## config.mk

```make
export PLATFORM = sky130hd
export DESIGN_NAME = hazard_ctrl
export DESIGN_NICKNAME = d
export VERILOG_FILES = /design/src/rtl/hazard_ctrl.sv
export SDC_FILE = /design/constraint.sdc
export NUM_CORES = 1
export LEC_CHECK = 0
export CORE_UTILIZATION = 42
export DETAILED_ROUTE_END_ITERATION = 8
export PLACE_DENSITY = 0.68
export SYNTH_ARGS = -nofsm -noshare
export SYNTH_HDL_FRONTEND = slang
export SYNTH_SLANG_ARGS = --single-unit
```

## constraint.sdc

```tcl
create_clock -name clk -period 4.1 [get_ports clk]
set_input_delay 0.41 -clock clk [delete_from_list [all_inputs] [get_ports clk]]
set_output_delay 0.41 -clock clk [all_outputs]
set_load 0.1 [all_outputs]
```

## src/rtl/hazard_ctrl.sv

```systemverilog
// Pipeline hazard controller: tracks the destinations of the instructions in EX and MEM
// and stalls loads feeding their consumers, flushing IF/ID on a taken redirect.
module hazard_ctrl (
    input  logic        clk,
    input  logic        rst,
    input  logic [4:0]  RS_ID,
    input  logic [4:0]  RT_ID,
    input  logic        UseRS_ID,
    input  logic        UseRT_ID,
    input  logic        RegWrite_ID,
    input  logic        MemRead_ID,
    input  logic [4:0]  WriteReg_ID,
    input  logic        Branch_ID,
    input  logic        Taken_ID,
    output logic        Stall_IF,
    output logic        Stall_ID,
    output logic        Flush_DE,
    output logic        Flush_FD,
    output logic [31:0] StallCount,
    output logic [31:0] FlushCount
);

    localparam int SLOT_EX  = 0;
    localparam int SLOT_MEM = 1;

    // Slot 0 mirrors ID/EX, slot 1 mirrors EX/MEM.
    logic [1:0] valid_reg;
    logic [1:0] regwrite_reg;
    logic [1:0] memread_reg;
    logic [4:0] writereg_reg [2];

    logic [31:0] stall_count_reg;
    logic [31:0] flush_count_reg;

    logic [1:0] load_hit;
    logic       stall;
    logic       flush_fd;

    genvar gi;
    generate
        for (gi = 0; gi < 2; gi++) begin : g_slot
            // A pending load whose destination is a register the ID instruction really reads.
            assign load_hit[gi] = valid_reg[gi] && regwrite_reg[gi] && memread_reg[gi]
                                && (writereg_reg[gi] != 5'd0)
                                && ((UseRS_ID && (writereg_reg[gi] == RS_ID))
                                 || (UseRT_ID && (writereg_reg[gi] == RT_ID)));
        end
    endgenerate

    // Branches compare in ID, so a load still in MEM cannot be forwarded to them yet.
    assign stall    = !rst && (load_hit[SLOT_EX] || (Branch_ID && load_hit[SLOT_MEM]));
    assign flush_fd = !rst && Taken_ID && !stall;

    assign Stall_IF   = stall;
    assign Stall_ID   = stall;
    assign Flush_DE   = stall;
    assign Flush_FD   = flush_fd;
    assign StallCount = stall_count_reg;
    assign FlushCount = flush_count_reg;

    always_ff @(posedge clk) begin
        if (rst) begin
            valid_reg       <= 2'b00;
            regwrite_reg    <= 2'b00;
            memread_reg     <= 2'b00;
            stall_count_reg <= 32'd0;
            flush_count_reg <= 32'd0;
        end else begin
            valid_reg[SLOT_MEM]    <= valid_reg[SLOT_EX];
            regwrite_reg[SLOT_MEM] <= regwrite_reg[SLOT_EX];
            memread_reg[SLOT_MEM]  <= memread_reg[SLOT_EX];
            writereg_reg[SLOT_MEM] <= writereg_reg[SLOT_EX];

            // A stalled instruction stays in ID; EX receives a bubble.
            valid_reg[SLOT_EX]     <= !stall;
            regwrite_reg[SLOT_EX]  <= RegWrite_ID;
            memread_reg[SLOT_EX]   <= MemRead_ID;
            writereg_reg[SLOT_EX]  <= WriteReg_ID;

            if (stall)
                stall_count_reg <= stall_count_reg + 32'd1;
            if (flush_fd)
                flush_count_reg <= flush_count_reg + 32'd1;
        end
    end

endmodule
```

==> results.yml, run 1 <==
status:
  status: "finished clean"
logic_synthesis:
  yosysWarningCount: 0
  ys_ff_latch: 80
  synth_nets: 486
  async_flop_share: 0
  synthTopCellsByArea: "dfxtp_1, edfxtp_1, o31ai_1"
  post-synth-top-count-cell: "dfxtp_1"
  synth_cells: 461
  yosysUniqueCellTypes: 43
  synth_edf_count: 10
  syn_area_mm2: 0.00410
  syn_area_per_cell_um2: 8.90
  synthTopCellsByCount: "dfxtp_1, a21oi_1, o31ai_1, or4_1, nand3_1"
  ys.flop_type: "dfxtp_1"
  yosysTopAreaCell: "dfxtp_1"
  ys_seq_area_frac: 0.415
  synth_top_area_share: 0.341
finish:
  fin_cells: 665
  layout-drive-gt1-share: 0.0802
  fin_util: 0.551
  final_cell_area_mm2: 0.00517
  num_antenna_cells: 0
  area_growth_pct: 25.9
  final_nets: 556
drt:
  ant_nets: 0
  finalWirelength_um: 10200
  wl_per_cell_um: 15.3
  vias: 3835
  drt_iter0_drc: 132
  viasPerCell: 5.77
  dr.pass1.iters: 4
  route.detailed.drc: 0
timing:
  max_freq_ghz: 0.336
  finalCriticalPeriod_ns: 2.98
  timing.hold.ws_ns: 0.461
  slew_viol_final: 0
  setup_violations: 0
  finalCritPeriodShare: 0.726
  finalClockSkew_ns: 0.0115
  tns_ns: 0
  worstMarginPinSlew_ns: 1.05
  max-slew-margin-rel: 0.297
  grt_setup_unrepaired: "no"
  final_hold_viol_count: 0
grt:
  grt_first_pass_wirelength_um: 16200
  grt_start_max_net_pins: 69
  met3_usage: 0.0444
  grt_pass1_vias: 3440
  globalRouteOverflowTotal: 0
  antenna_found_initial: 0
  grt_busiest_layer: "met2"
  grt_use_met2: 0.350
  grt_usage: 0.203
  use_met1: 0.245
floorplanning:
  core-area_mm2: 0.00937
  pin_count: 91
  die-area_mm2: 0.0102
  die_w_um: 101
  start_util: 0.438
  fp.dieH_um: 101
  rows: 35
critical_path:
  cpPeakStageDelay_ns: 0.72
  crit_type: "in2out"
  cp_data_arrival_time_ns: 2.57
  cp-end-kind: "output port"
  path_max_fanout: 26
  slowest_stage: "a22o_1"
  crit_chain: "clkdlybuf4s50_1 -> xnor2_1 -> nand4_1 -> o22ai_2 -> a22o_1 -> nor3_1 -> buf_4"
  cp-start-kind: "input pin"
  cp.required_ns: 3.69
clock_network:
  h-tree-depth: 3
  cts.clk_slew.worst_paths_ns: 0.10
  cts_tree: "yes"
  clock_latency_ns: 0.36
  cts_hold_buf: 0
  cts_buffers: 9
  post-cts-setup-buffers: 0
  cts_root_buf: "clkbuf_8"
  cts-resized-gates: 0
  clkSinkCount: 80
  cts_max_path_buffers: 2
power:
  clkPwrFrac: 0.379
  power_density_mw_per_mm2: 286
  p_sw_uw: 397
  swShare: 0.268
  ir_drop_mv: 0.157
  comb_power_share: 0.068
  leakagePower_uw: 0.00157
  p_int_uw: 1080
  power.share.sequential: 0.553
placement:
  place.gp.congestion: 0.757
  io_buffers: 90
  dpl_cell_area_mm2: 0.00498
  dp_cells: 649
  dp_hpwl_um: 6750
run:
  drv_cap: 0
worst_hold_path:
  hp-class: "reg2reg"
## kinds of logic after synthesis
kind of cell | share of synthesized area
and+or+nand+nor | 0.269
AOI/OAI and AO/OA | 0.194
DFF | 0.415
buffers and inverters | 0.0579
xor gates and xnor gates | 0.0448
muxes | 0.0137
adders and majority gates | 0.00610
## power by group through the flow
stage	combinational (µW)	sequential, µW	clock, µW
2_1_floorplan	52.5	844	0
3_3_place_gp	97.3	837	0
3_5_place_dp	101	837	0
4_1_cts	101	819	575
5_1_grt	107	820	602
6_report	100	818	561
## worst paths after layout
path | from | endpoint | slack [ns] | depth (start not counted)
hold reg to reg | valid_reg[0]$_SDFF_PP0_ | valid_reg[1]$_SDFF_PP0_ | 0.46 | 1
hold / removal | valid_reg[0]$_SDFF_PP0_ | valid_reg[1]$_SDFF_PP0_ | 0.46 | 1
setup / recovery | RT_ID[0] | Flush_FD | 1.12 | 7
setup reg to reg | writereg_reg[0][4]$_DFFE_PN_ | FlushCount[24]$_SDFFE_PP0P_ | 1.60 | 7
## per-layer routing
| metal | up-vias | wire [µm] | share of wire |
|---|---|---|---|
| met5 | - | 0 | 0 |
| met4 | 0 | 155 | 0.015 |
| met3 | 11 | 550 | 0.054 |
| met2 | 90 | 4880 | 0.48 |
| met1 | 1817 | 4610 | 0.45 |
| li1 | 1917 | - | - |
## layout make-up
type                    instances  area, µm²
clock buffers                   9        124
clock inverters                 7       61.3
fillers                       885       4200
inverters                       9       33.8
multi-input cells             338       2160
flip-flops and latches         80       1700
well taps                     129        161
repair buffers                 93        921
## placed cells by master (no fill, tap or decap), types with 2 or more instances in the layout
cell	count
clkdlybuf4s50_1	85
dfxtp_1	70
a21oi_1	52
o31ai_1	36
or4_1	36
nand3_1	27
nand2_1	26
nand4_1	23
xnor2_1	21
nor2_1	17
o21ai_0	13
or3_1	12
and3_1	11
nor2b_1	10
edfxtp_1	10
inv_1	9
clkbuf_8	9
or2_2	6
o311ai_1	6
o41ai_1	6
buf_4	6
nor3_1	4
and4_1	3
and2_1	3
mux2_2	3
inv_6	3
o22ai_2	2
nor4_2	2
mux2_1	2
a311oi_1	2
a41o_1	2
ha_1	2
clkinvlp_4	2
## worst max-delay path, delay by kind of cell
family | cells | cell delay (ns)
AOI/OAI and AO/OA | 2 | 0.96
xor gates and xnor gates | 1 | 0.14
buffers and inverters | 2 | 0.81
and+or+nand+nor | 2 | 0.23
## metrics by stage
| step | power, µW | worst slack, ns |
|---|---|---|
| 2_1_floorplan | 896 | 0.247 |
| 3_3_place_gp | 934 | 1.21 |
| 4_1_cts | 1490 | 1.09 |
| 6_report | 1480 | 1.12 |
| 3_5_place_dp | 937 | 1.10 |
| 5_1_grt | 1530 | 0.907 |
Note: power is estimated with default switching activity, not from simulation.
==> run 2, diff against run 1 <==
- clock period: 4.1 -> 3 ns (I/O delays scaled with it)
==> results.yml, run 2 (synthesis results as in run 1) <==
grt:
  grt_start_max_net_pins: 59
  grt_first_pass_wirelength_um: 17000
  globalRouteOverflowTotal: 0
  grt_pass1_vias: 3658
  grt_usage: 0.208
  antenna_found_initial: 0
finish:
  final_cell_mix: "dfxtp_1, buf_4, a21oi_1"
  area_growth_pct: 25.0
  n_fill_cell: 898
  layout_commonest_cell: "dfxtp_1"
  final_nets: 558
  num_antenna_cells: 0
  layout-drive-gt1-share: 0.203
  final_cell_area_mm2: 0.00513
placement:
  io_buffers: 90
  dpl_cell_area_mm2: 0.00491
  place.gp.congestion: 0.767
  dpl_worst_slack_ns: 0.353
  dp_hpwl_um: 6870
power:
  power.share.sequential: 0.520
  p_int_uw: 1640
  power_density_mw_per_mm2: 419
  leakagePower_uw: 0.00174
  clkPwrFrac: 0.414
  ir_drop_mv: 0.203
  comb_power_share: 0.065
  swShare: 0.237
  p_sw_uw: 509
drt:
  viasPerCell: 5.88
  route.detailed.drc: 0
  vias: 3922
  wl_per_cell_um: 15.2
  dr.pass1.iters: 4
  drt_iter0_drc: 139
  finalWirelength_um: 10200
  ant_nets: 0
floorplanning:
  die_w_um: 101
  die-area_mm2: 0.0102
  core-area_mm2: 0.00937
  fp.dieH_um: 101
  start_util: 0.438
  pin_count: 91
  rows: 35
clock_network:
  clkSinkCount: 80
  cts_hold_buf: 0
  cts_tree: "yes"
  cts.clk_slew.worst_paths_ns: 0.08
  cts_root_buf: "clkbuf_8"
  clock_latency_ns: 0.35
  post-cts-setup-buffers: 0
  h-tree-depth: 3
  cts_buffers: 9
  cts-resized-gates: 0
  cts_max_path_buffers: 2
timing:
  setup_violations: 0
  finalCritPeriodShare: 0.847
  max-slew-margin-rel: 0.359
  slew_viol_final: 0
  finalCriticalPeriod_ns: 2.54
  finalClockSkew_ns: 0.0104
  tns_ns: 0
  final_hold_viol_count: 0
  worstMarginPinSlew_ns: 0.958
  max_freq_ghz: 0.394
  grt_setup_unrepaired: "no"
  timing.final.ws_setup_ns: 0.460
status:
  status: "finished clean"
critical_path:
  crit_type: "reg2out"
  cp-start-kind: "flop"
  path_max_fanout: 11
  cp.required_ns: 2.70
  cp_data_arrival_time_ns: 2.24
  cp-end-kind: "output port"
run:
  drv_cap: 0
worst_hold_path:
  hp-class: "reg2reg"
run 2: cell types whose count changed in the layout (fill, tap and decap cells not counted):
| cell | delta |
|---|---|
| clkinvlp_4 | -1 |
| buf_12 | +5 |
| inv_8 | -1 |
| nor2_2 | +1 |
| inv_4 | +1 |
| nor3_1 | -1 |
| bufinv_16 | +2 |
| inv_6 | -2 |
| buf_4 | +60 |
| nor2_1 | -1 |
| clkbuf_1 | +1 |
| clkdlybuf4s50_1 | -63 |
| nor3_2 | +1 |
run 2: path summary, 6_finish.rpt:
path | startpoint | end | slack [ns] | cells after the start
hold / removal | regwrite_reg[0]$_SDFF_PP0_ | regwrite_reg[1]$_SDFF_PP0_ | 0.47 | 1
hold reg to reg | regwrite_reg[0]$_SDFF_PP0_ | regwrite_reg[1]$_SDFF_PP0_ | 0.47 | 1
setup / recovery | writereg_reg[0][1]$_DFFE_PN_ | Stall_ID | 0.46 | 6
setup reg to reg | writereg_reg[0][1]$_DFFE_PN_ | StallCount[28]$_SDFFE_PP0P_ | 0.68 | 7
run 2: metrics by stage:
step	cells	power, µW	hold slack (ns)	utilization
detailed placement	651	1280	0.456	0.524
CTS	667	2170	0.470	0.547
global route	667	2230	0.484	0.547
global placement	651	1280	0.447	0.524
finish	667	2150	0.472	0.547
floorplan	461	1230	0.399	-
run 2: layout make-up:
class	instances	area, µm²	area share
clock buffer	10	128	0.0249
clock inverter	6	91.3	0.0178
inverter	9	33.8	0.00659
multi-input combinational	338	2170	0.424
sequential	80	1700	0.332
tap	129	161	0.0315
timing repair buffer	95	841	0.164
run 2: power groups by stage:
| stage | clock network, µW | logic, µW | registers, µW |
|---|---|---|---|
| after floorplan | 0 | 72.3 | 1150 |
| after global placement | 0 | 136 | 1140 |
| after detailed placement | 0 | 140 | 1140 |
| after global routing | 954 | 152 | 1120 |
| final | 890 | 140 | 1120 |
| after CTS | 906 | 141 | 1120 |
run 2: critical path, stage by stage (launching register included):
cell and delay [ns]:
edfxtp_1 0.48, xnor2_1 0.23, nand4_1 0.14, o22ai_2 0.21, a22oi_2 0.23, nor2_2 0.37, buf_12 0.23
run 2: routing by layer:
metal,wire (µm),part of all wire,vias to the layer above,global-route usage
met5,0,0,-,0
met4,136,0.013,0,0.0792
met3,446,0.044,13,0.0354
met2,4820,0.47,86,0.347
met1,4750,0.47,1908,0.268
li1,-,-,1915,-
